===== src/rtl/lc3_mem_ctrl_if.sv =====
// Signal bundle between the LC-3 datapath/control, the memory controller, the SRAM and the console devices.
interface lc3_mem_ctrl_if;
   logic [15:0] main_bus;
   logic        ld_mar;
   logic        ld_mdr;
   logic        mio_en;
   logic        r_w;
   logic [15:0] mdr_out;
   logic [15:0] mar_out;
   logic        R;
   logic        INT;
   logic        mem_en;
   logic        mem_we;
   logic [15:0] mem_addr;
   logic [15:0] mem_wdata;
   logic [15:0] mem_rdata;
   logic        kb_valid;
   logic [7:0]  kb_data;
   logic        kb_ready;
   logic        ddr_valid;
   logic [7:0]  ddr_data;
   logic        ddr_ack;

   modport master (
      output main_bus, ld_mar, ld_mdr, mio_en, r_w, mem_rdata, kb_valid, kb_data, ddr_ack,
      input  mdr_out, mar_out, R, INT, mem_en, mem_we, mem_addr, mem_wdata, kb_ready,
             ddr_valid, ddr_data
   );

   modport slave (
      input  main_bus, ld_mar, ld_mdr, mio_en, r_w, mem_rdata, kb_valid, kb_data, ddr_ack,
      output mdr_out, mar_out, R, INT, mem_en, mem_we, mem_addr, mem_wdata, kb_ready,
             ddr_valid, ddr_data
   );
endinterface


===== src/rtl/lc3_mem_ctrl.sv =====
// LC-3 memory/IO stage: owns MAR/MDR, sequences wait-stated SRAM accesses and
// implements the memory-mapped keyboard and display registers.
module lc3_mem_ctrl #(
   parameter int unsigned WAIT_STATES = 2
) (
   input logic           clk,
   input logic           rst,
   lc3_mem_ctrl_if.slave bus
);
   typedef enum logic [1:0] {IDLE, ACCESS, DONE} state_t;

   localparam logic [15:0] KBSR_ADDR = 16'hFE00;
   localparam logic [15:0] KBDR_ADDR = 16'hFE02;
   localparam logic [15:0] DSR_ADDR  = 16'hFE04;
   localparam logic [15:0] DDR_ADDR  = 16'hFE06;
   localparam logic [3:0]  WAIT_INIT = 4'(WAIT_STATES);

   state_t      state, state_next;
   logic [3:0]  count, count_next;
   logic        first, first_next;
   logic        wr, wr_next;
   logic [15:0] mar, mdr, ddr;
   logic [7:0]  kbdr;
   logic        kb_full, kb_ie, ddr_pend;
   logic        io_sel, done_rd, done_wr, kbdr_rd;
   logic [15:0] io_rdata;

   assign io_sel  = (mar[15:8] == 8'hFE);
   assign done_rd = (state == DONE) && !wr;
   assign done_wr = (state == DONE) && wr;
   assign kbdr_rd = done_rd && (mar == KBDR_ADDR);

   always_comb begin
      io_rdata = 16'h0000;
      case (mar)
         KBSR_ADDR: io_rdata = {kb_full, kb_ie, 14'h0000};
         KBDR_ADDR: io_rdata = {8'h00, kbdr};
         DSR_ADDR:  io_rdata = {~ddr_pend, 15'h0000};
         DDR_ADDR:  io_rdata = ddr;
         default:   io_rdata = 16'h0000;
      endcase
   end

   always_ff @(posedge clk) begin
      if (!rst) begin
         state <= IDLE;
         count <= 4'd0;
         first <= 1'b0;
         wr    <= 1'b0;
      end else begin
         state <= state_next;
         count <= count_next;
         first <= first_next;
         wr    <= wr_next;
      end
   end

   // r_w is latched on entry so the strobes depend only on registered state
   always_comb begin
      state_next = state;
      count_next = count;
      first_next = 1'b0;
      wr_next    = wr;
      case (state)
         IDLE: begin
            if (bus.mio_en) begin
               wr_next = bus.r_w;
               if (io_sel) begin
                  state_next = DONE;
               end else begin
                  state_next = ACCESS;
                  count_next = WAIT_INIT;
                  first_next = 1'b1;
               end
            end
         end
         ACCESS: begin
            if (count == 4'd0) state_next = DONE;
            else               count_next = count - 4'd1;
         end
         DONE:    state_next = IDLE;
         default: state_next = IDLE;
      endcase
   end

   always_ff @(posedge clk) begin
      if (!rst) begin
         mar      <= 16'h0000;
         mdr      <= 16'h0000;
         kbdr     <= 8'h00;
         kb_full  <= 1'b0;
         kb_ie    <= 1'b0;
         ddr      <= 16'h0000;
         ddr_pend <= 1'b0;
      end else begin
         if (bus.ld_mar) mar <= bus.main_bus;

         if (bus.ld_mdr && !bus.mio_en)  mdr <= bus.main_bus;
         else if (bus.ld_mdr && done_rd) mdr <= io_sel ? io_rdata : bus.mem_rdata;

         // A KBDR read wins over a same-cycle capture; kb_ready was low so nothing is lost
         if (kbdr_rd) begin
            kb_full <= 1'b0;
         end else if (bus.kb_valid && !kb_full) begin
            kbdr    <= bus.kb_data;
            kb_full <= 1'b1;
         end

         if (done_wr && mar == KBSR_ADDR) kb_ie <= mdr[14];

         if (done_wr && mar == DDR_ADDR) begin
            ddr      <= mdr;
            ddr_pend <= 1'b1;
         end else if (bus.ddr_ack && ddr_pend) begin
            ddr_pend <= 1'b0;
         end
      end
   end

   assign bus.mdr_out   = mdr;
   assign bus.mar_out   = mar;
   assign bus.R         = (state == DONE);
   assign bus.mem_en    = (state == ACCESS) && first;
   assign bus.mem_we    = (state == ACCESS) && first && wr;
   assign bus.mem_addr  = mar;
   assign bus.mem_wdata = mdr;
   assign bus.INT       = kb_full & kb_ie;
   assign bus.kb_ready  = ~kb_full;
   assign bus.ddr_valid = ddr_pend;
   assign bus.ddr_data  = ddr[7:0];

   mar_rw_stable: assert property (@(posedge clk) disable iff (!rst)
      (state != IDLE) |-> ($stable(mar) && $stable(bus.r_w)));
endmodule


===== src/flat_wrapper.sv =====
// flat-port wrapper written by rule: the top's interface ports become plain ports
module lc3_mem_ctrl_flat 
#(
   parameter int unsigned WAIT_STATES = 2
)
  (clk, rst, bus_main_bus, bus_ld_mar, bus_ld_mdr, bus_mio_en, bus_r_w, bus_mem_rdata, bus_kb_valid, bus_kb_data, bus_ddr_ack, bus_mdr_out, bus_mar_out, bus_R, bus_INT, bus_mem_en, bus_mem_we, bus_mem_addr, bus_mem_wdata, bus_kb_ready, bus_ddr_valid, bus_ddr_data);
  lc3_mem_ctrl_if bus_i ();
  input logic clk;
  input logic rst;
  input wire logic [$bits(bus_i.main_bus)-1:0] bus_main_bus;
  input wire logic [$bits(bus_i.ld_mar)-1:0] bus_ld_mar;
  input wire logic [$bits(bus_i.ld_mdr)-1:0] bus_ld_mdr;
  input wire logic [$bits(bus_i.mio_en)-1:0] bus_mio_en;
  input wire logic [$bits(bus_i.r_w)-1:0] bus_r_w;
  input wire logic [$bits(bus_i.mem_rdata)-1:0] bus_mem_rdata;
  input wire logic [$bits(bus_i.kb_valid)-1:0] bus_kb_valid;
  input wire logic [$bits(bus_i.kb_data)-1:0] bus_kb_data;
  input wire logic [$bits(bus_i.ddr_ack)-1:0] bus_ddr_ack;
  output wire logic [$bits(bus_i.mdr_out)-1:0] bus_mdr_out;
  output wire logic [$bits(bus_i.mar_out)-1:0] bus_mar_out;
  output wire logic [$bits(bus_i.R)-1:0] bus_R;
  output wire logic [$bits(bus_i.INT)-1:0] bus_INT;
  output wire logic [$bits(bus_i.mem_en)-1:0] bus_mem_en;
  output wire logic [$bits(bus_i.mem_we)-1:0] bus_mem_we;
  output wire logic [$bits(bus_i.mem_addr)-1:0] bus_mem_addr;
  output wire logic [$bits(bus_i.mem_wdata)-1:0] bus_mem_wdata;
  output wire logic [$bits(bus_i.kb_ready)-1:0] bus_kb_ready;
  output wire logic [$bits(bus_i.ddr_valid)-1:0] bus_ddr_valid;
  output wire logic [$bits(bus_i.ddr_data)-1:0] bus_ddr_data;
  assign bus_i.main_bus = bus_main_bus;
  assign bus_i.ld_mar = bus_ld_mar;
  assign bus_i.ld_mdr = bus_ld_mdr;
  assign bus_i.mio_en = bus_mio_en;
  assign bus_i.r_w = bus_r_w;
  assign bus_i.mem_rdata = bus_mem_rdata;
  assign bus_i.kb_valid = bus_kb_valid;
  assign bus_i.kb_data = bus_kb_data;
  assign bus_i.ddr_ack = bus_ddr_ack;
  assign bus_mdr_out = bus_i.mdr_out;
  assign bus_mar_out = bus_i.mar_out;
  assign bus_R = bus_i.R;
  assign bus_INT = bus_i.INT;
  assign bus_mem_en = bus_i.mem_en;
  assign bus_mem_we = bus_i.mem_we;
  assign bus_mem_addr = bus_i.mem_addr;
  assign bus_mem_wdata = bus_i.mem_wdata;
  assign bus_kb_ready = bus_i.kb_ready;
  assign bus_ddr_valid = bus_i.ddr_valid;
  assign bus_ddr_data = bus_i.ddr_data;
  lc3_mem_ctrl #(.WAIT_STATES(WAIT_STATES)) u_core (.clk(clk), .rst(rst), .bus(bus_i));
endmodule

===== config.mk =====
export PLATFORM = sky130hd
export DESIGN_NAME = lc3_mem_ctrl_flat
export DESIGN_NICKNAME = d
export VERILOG_FILES = /design/src/rtl/lc3_mem_ctrl_if.sv /design/src/rtl/lc3_mem_ctrl.sv /design/src/flat_wrapper.sv
export SDC_FILE = /design/constraint.sdc
export NUM_CORES = 1
export LEC_CHECK = 0
export CAP_MARGIN = 10
export CELL_PAD_IN_SITES_DETAIL_PLACEMENT = 0
export CELL_PAD_IN_SITES_GLOBAL_PLACEMENT = 1
export CORE_UTILIZATION = 29
export DETAILED_ROUTE_END_ITERATION = 10
export PLACE_DENSITY = 0.78
export SYNTH_ARGS = -nofsm -noshare
export SYNTH_HDL_FRONTEND = slang
export SYNTH_SLANG_ARGS = --single-unit
export TNS_END_PERCENT = 10

===== constraint.sdc =====
create_clock -name clk -period 2.2 [get_ports clk]
set_clock_uncertainty 0.15 [all_clocks]
set_input_delay 0.33 -clock clk [delete_from_list [all_inputs] [get_ports clk]]
set_output_delay 0.33 -clock clk [all_outputs]
set_load 0.05 [all_outputs]

==> results of run 1 <==
==> worst min-delay path: stages, from the launching register on <==
cell and delay, ps:
dfxtp_1 310, nand2_1 50, o21ai_1 50
==> Yosys cell counts, drive strengths merged (3+ instances only) <==
library cell  instances  area, µm²
or3                   8       50.1
a221oi                8       70.1
nand2b                3       18.8
o221ai                6       52.6
a22oi                10       75.1
nand2                54        203
nor2                 10       40.0
nand3                11       60.1
mux2i                18        180
o21ai                13       65.1
dfxtp                67       1340
a21oi                25        129
inv                   5       18.8
nor2b                22        138
buf                  46        329
nor3b                 3       22.5
a21boi               17        128
nor3                  3       15.0
clkbuf               15       56.3
o211ai                9       67.6
nor4                  3       46.3
==> cell families (layout without fill, tap and decap cells) <==
group,count (synthesis),in the layout,share of synthesized area (%)
AND/OR/NAND/NOR,127,127,20.6
flip-flops,67,67,40.5
multiplexers,20,20,6.12
adder cells (fa/ha/maj),2,2,0.755
AO/OA/AOI/OAI,93,93,19.0
XOR/XNOR,3,3,0.793
buffers and inverters,66,170,12.2
==> sequential cells by signal (all words and copies together) (netlist names) <==
name,cells
u_core.first,1
u_core.count,4
u_core.kb_full,1
u_core.state,2
u_core.wr,1
u_core.bus.ddr_valid,1
u_core.bus.mdr_out,16
u_core.ddr,16
u_core.kbdr,8
u_core.bus.mar_out,16
u_core.kb_ie,1
==> cell type report <==
type / count / area (µm²) / area share [%]
Clock buffer: 10 / 239 / 4.90
Clock inverter: 6 / 65.1 / 1.33
Multi-Input combinational cell: 245 / 1590 / 32.5
Tap cell: 140 / 175 / 3.59
Timing Repair Buffer: 149 / 1440 / 29.4
Inverter: 5 / 18.8 / 0.385
Sequential cell: 67 / 1360 / 27.8
==> power groups by stage <==
stage	logic [mW]	registers [mW]	clock network, mW
floorplan	0.373	1.47	0
global placement	0.747	1.36	0
detailed placement	0.752	1.36	0
CTS	0.756	1.34	1.46
global route	0.798	1.34	1.52
finish	0.754	1.34	1.43
==> worst paths after layout <==
| check | to |
|---|---|
| setup / recovery | u_core.bus.mdr_out[13] |
| hold / removal | u_core.kbdr[5] |
| setup reg to reg | u_core.bus.mdr_out[13] |
| hold reg to reg | u_core.kbdr[5] |
==> metal layers <==
layer	vias to the layer above	wire (µm)	part of all wire, %	GRT usage, %
li1	1498	-	-	-
met4	0	277	2.8	7.63
met2	109	4750	47	28.9
met5	-	0	0	0
met3	24	649	6.5	4.72
met1	1412	4390	44	21.1
==> what timing repair did <==
item,4_1_cts,5_1_grt
buffers inserted,0,0
endpoints found under the setup margin,0,15
gates resized for setup,0,5
==> metrics.txt, run 1 <==
Synth-to-Final Area Change=47.2%; Total Routed Length=10100 µm; final std cells w/o fill=622; worst-skew pair later-pin latency=330 ps; Placement Rows=38; WP data arrival=2270 ps; clock sinks=67; Crit path max-delay family=simple AND/OR/NAND/NOR gates; Die W=109 µm; CTS tree=built; via count=3043; total negative slack=0 ps; kind of critical path=reg -> reg; Nets=527; internal reg-to-reg setup slack=30 ps; commonest non-fill, non-tap cell in the layout=clkdlybuf4s50_1; Switching Share=29.3%; P_leak=1.74 nW; DRC Markers=0; fin crit period=2170 ps; NetSw=1.03 mW; RSZ-0062 raised after global routing=true; Die Y=109 µm; part of the power in combinational logic=21.4%; DP HPWL=7660 µm; clock network power share=40.6%; critical path depth=6; WP data required=2310 ps; Power Density=722 nW/µm²; Post-DRT Antenna Nets=0; post-layout util=44.4%; VDD IR max=0.359 mV; Hold Path Cell Cnt=2; final hold vios=0; final period utilization=98.5%; share of power burned in registers=38.0%; CTS Hold Bufs=0; internal power=2.49 mW; Starting Density=30.2%; Critical Path Source=u_core.bus.mar_out[3]; max-cap viol count=0; remaining global-route overflow=0; commonest non-fill, non-tap cells in the layout=121 x clkdlybuf4s50_1, 55 x dfxtp_1, 54 x nand2_1, 25 x buf_4, 24 x a21oi_1; first drt pass iteration count=4; Max Slew Vio Count=0; n_diodes=0; CTS Root Cell=clkbuf_16; synthesized area=3310 µm²; slowest cell on the critical path=or4_4; RR Startpoint=u_core.bus.mar_out[3]; IO Count=126; worst-path fanout max=6; ratio of cells with drive above 1 in the final layout=14.3%; worst path bufs/invs=1; Final Power=3.52 mW; Inst Count DP=606; design area=4870 µm²; clock slew at reported path FFs=60 ps; ys flop type=dfxtp_1; Tightest Pin Transition=683 ps; filler instances=1080; die area=11900 µm²; crit path launch type=flip-flop; Syn Nets=428; worst min path class=reg -> reg; Final setup violation count=0; Syn Inst Count=378; Worst Hold Slack=306 ps; critical-path cell list=or4_4 -> or4b_4 -> nor2_2 -> buf_4 -> nand2_1 -> a21oi_1; Critical Path End Type=flip-flop; first-pass GRT wire length=15700 µm; Critical Path Max Stage Delay=570 ps; clk buf depth=2; GRT Overall Usage=17.5%; post-synth cell types=47; Async SR Flop Fraction=0%; antenna violations before repair=0; outcome=finished, final reports clean; register area share after synthesis=40.5%; I/O Buffers=125; slew margin rel.=54.4%; gpl congestion=0.837; final worst setup slack=32.7 ps; max frequency=461 MHz; vias per cell=4.89; hold wc startpoint=u_core.kbdr[5]; routed length per placed instance=16.2 µm; largest net degree at the start of global routing=25; pre-CTS setup slack=13.6 ps; CTS buffer count=9; core area=11000 µm²; vias in the first global route=2971; Syn Area/Cell=8.76 µm²; DRT iter0 DRCs=160; Seq cells post-synth=67; YS warnings=0; H-Tree Depth=3; DP Area=4550 µm²; worst-case reg-to-reg path depth=6; Post-synth EDFFs=0
Note: power is estimated with default switching activity, not from simulation.
==> inputs of run 2 (changes only) <==
- CAP_MARGIN: 10 -> 20
- CORE_ASPECT_RATIO: not set -> 0.8
- MAX_ROUTING_LAYER: not set -> met4
==> run 2 against run 1 <==
Compared with the run above: the flow now finishes with violations (negative setup slack); total power rose by 3.5%; worst setup slack worse by 44 ps; via count is 0.20% lower; global-route usage is 0.54 points higher; cell area is 0.62% higher; sequential share of layout area down 0.17 points; worst hold slack got worse by 4.6 ps; routed wire length grew 0.77%; register-to-register slack worse by 40 ps; clock power rose by 8%; critical path type unchanged; critical endpoint is now u_core.kb_ie; highest routed layer unchanged.
==> metrics.txt, run 2 (synthesis results as in run 1) <==
largest net degree at the start of global routing=36 (was 25); Tightest Pin Transition=823 ps (was 683 ps); antenna violations before repair=0 (unchanged); gpl congestion=0.831 (was 0.837); worst path bufs/invs=0 (was 1); DP HPWL=7440 µm (was 7660 µm); ratio of cells with drive above 1 in the final layout=14.4% (was 14.3%); core area=11000 µm² (about the same); kind of critical path=reg -> reg (unchanged); final worst setup slack=-10.9 ps (was 32.7 ps); fin crit period=2210 ps (was 2170 ps); critical-path cell list=or4_4 -> or4b_4 -> nor4_2 -> mux2i_1 -> nor2b_1 (was or4_4 -> or4b_4 -> nor2_2 -> buf_4 -> nand2_1 -> a21oi_1); die area=11900 µm² (about the same); Post-DRT Antenna Nets=0 (unchanged); Switching Share=29.1% (was 29.3%); RSZ-0062 raised after global routing=true (unchanged); Die W=121 µm (was 109 µm); slew margin rel.=45.0% (was 54.4%); H-Tree Depth=3 (unchanged); CTS buffer count=9 (unchanged); GRT Overall Usage=18.0% (was 17.5%); remaining global-route overflow=0 (unchanged); share of power burned in registers=36.6% (was 38.0%); I/O Buffers=125 (unchanged); Worst Hold Slack=301 ps (was 306 ps); NetSw=1.06 mW (was 1.03 mW); failing checks=negative setup slack; crit path launch type=flip-flop (unchanged); worst-case reg-to-reg path depth=5 (was 6); clock network power share=42.5% (was 40.6%); Total Routed Length=10100 µm (about the same); RR Startpoint=u_core.bus.mar_out[4] (was u_core.bus.mar_out[3]); Critical Path End Type=flip-flop (unchanged); outcome=complete, but fails checks (was finished, final reports clean); via count=3037 (was 3043); clk buf depth=2 (unchanged); Final setup violation count=1 (was 0); final period utilization=100% (was 98.5%); internal power=2.58 mW (was 2.49 mW); commonest non-fill, non-tap cells in the layout=121 x clkdlybuf4s50_1, 55 x dfxtp_1, 54 x nand2_1, 22 x a21oi_1, 22 x buf_4 (was 121 x clkdlybuf4s50_1, 55 x dfxtp_1, 54 x nand2_1, 25 x buf_4, 24 x a21oi_1); DP Area=4540 µm² (was 4550 µm²); Placement Rows=34 (was 38); worst-path fanout max=4 (was 6); Hold Path Sink=u_core.kbdr[6] (was u_core.kbdr[5]); pre-CTS setup slack=-19.8 ps (was 13.6 ps); clock sinks=67 (unchanged); worst min path class=reg -> reg (unchanged); CTS tree=built (unchanged); register area=1360 µm² (unchanged); Starting Density=30.2% (about the same); area of the multi-input gates=1600 µm² (was 1590 µm²); Hold Path Cell Cnt=2 (unchanged); DRT iter0 DRCs=206 (was 160); Power Density=743 nW/µm² (was 722 nW/µm²); Die Y=97.6 µm (was 109 µm); design area=4900 µm² (was 4870 µm²); Nets=524 (was 527); commonest non-fill, non-tap cell in the layout=clkdlybuf4s50_1 (unchanged); P_leak=1.73 nW (was 1.74 nW); first-pass GRT wire length=16000 µm (was 15700 µm); part of the power in combinational logic=20.9% (was 21.4%); Synth-to-Final Area Change=48.1% (was 47.2%); worst-skew pair later-pin latency=330 ps (about the same); WP data required=2270 ps (was 2310 ps); internal reg-to-reg setup slack=-10 ps (was 30 ps); CTS Root Cell=clkbuf_16 (unchanged); Max Slew Vio Count=0 (unchanged); filler instances=1071 (was 1080); vias in the first global route=3019 (was 2971); n_diodes=0 (unchanged); WP data arrival=2280 ps (was 2270 ps); hold wc startpoint=u_core.kbdr[6] (was u_core.kbdr[5]); VDD IR max=0.347 mV (was 0.359 mV); clock slew at reported path FFs=60 ps (about the same); Critical Path Max Stage Delay=570 ps (about the same); first drt pass iteration count=4 (unchanged); DRC Markers=0 (unchanged); Crit path max-delay family=simple AND/OR/NAND/NOR gates (unchanged); routed length per placed instance=16.3 µm (was 16.2 µm); final hold vios=0 (unchanged); vias per cell=4.87 (was 4.89); Worst R2R End=u_core.kb_ie (was u_core.bus.mdr_out[13]); slowest cell on the critical path=or4b_4 (was or4_4); max frequency=452 MHz (was 461 MHz); max-cap viol count=0 (unchanged); IO Count=126 (unchanged)
run 2: tightest hold or removal path, delay by kind of cell, from the launching register on:
kind / cells / cell delay (ps)
flip-flops: 1 / 310
AO/OA/AOI/OAI: 1 / 50
AND/OR/NAND/NOR: 1 / 50
run 2: stage by stage:
step                utilization (%)  power (mW)  cells  TNS, ps
floorplan                         -        1.85    378    -92.7
global placement               41.3        2.11    606        0
detailed placement             41.3        2.11    606    -19.8
CTS                            44.4        3.67    622        0
global route                   44.7        3.79    623    -96.0
finish                         44.7        3.64    623    -10.9
run 2: worst max path at each step:
stage                                   to  slack, ps  cells after the start                  start
floorplan            u_core.bus.mdr_out[4]        -20                      6  u_core.bus.mar_out[8]
global placement    u_core.bus.mdr_out[15]         20                      5  u_core.bus.mar_out[3]
detailed placement  u_core.bus.mdr_out[15]        -20                      5  u_core.bus.mar_out[3]
CTS                           u_core.kb_ie         30                      5  u_core.bus.mar_out[3]
global route        u_core.bus.mdr_out[15]        -60                      5  u_core.bus.mar_out[4]
finish                        u_core.kb_ie        -10                      5  u_core.bus.mar_out[4]
run 2: cell type report:
cell class | instances | share of cell area [%]
flip-flops and latches | 67 | 27.7
clock inverters | 7 | 2.04
well taps | 144 | 3.67
repair buffers | 146 | 29.0
clock buffers | 9 | 4.59
multi-input cells | 245 | 32.7
inverters | 5 | 0.383
run 2: per-layer routing:
metal	vias to the layer above	wire length, µm	global-route usage, %
met5	-	0	-
met3	4	582	4.46
li1	1491	-	-
met1	1444	4740	23.5
met4	0	55	3.89
met2	98	4770	28.0
run 2: what timing repair did:
action                                  in CTS  in global routing
endpoints found under the setup margin       3                 19
hold buffers                                 0                  0
buffers inserted                             0                  1
resized for setup                            2                  4
run 2: power by group through the flow:
| stage | Combinational, mW | Clock, mW | Sequential (mW) |
|---|---|---|---|
| final | 0.761 | 1.55 | 1.33 |
| after global routing | 0.803 | 1.64 | 1.34 |
| after CTS | 0.760 | 1.58 | 1.33 |
| after detailed placement | 0.756 | 0 | 1.36 |
| after global placement | 0.750 | 0 | 1.36 |
| after floorplan | 0.373 | 0 | 1.47 |
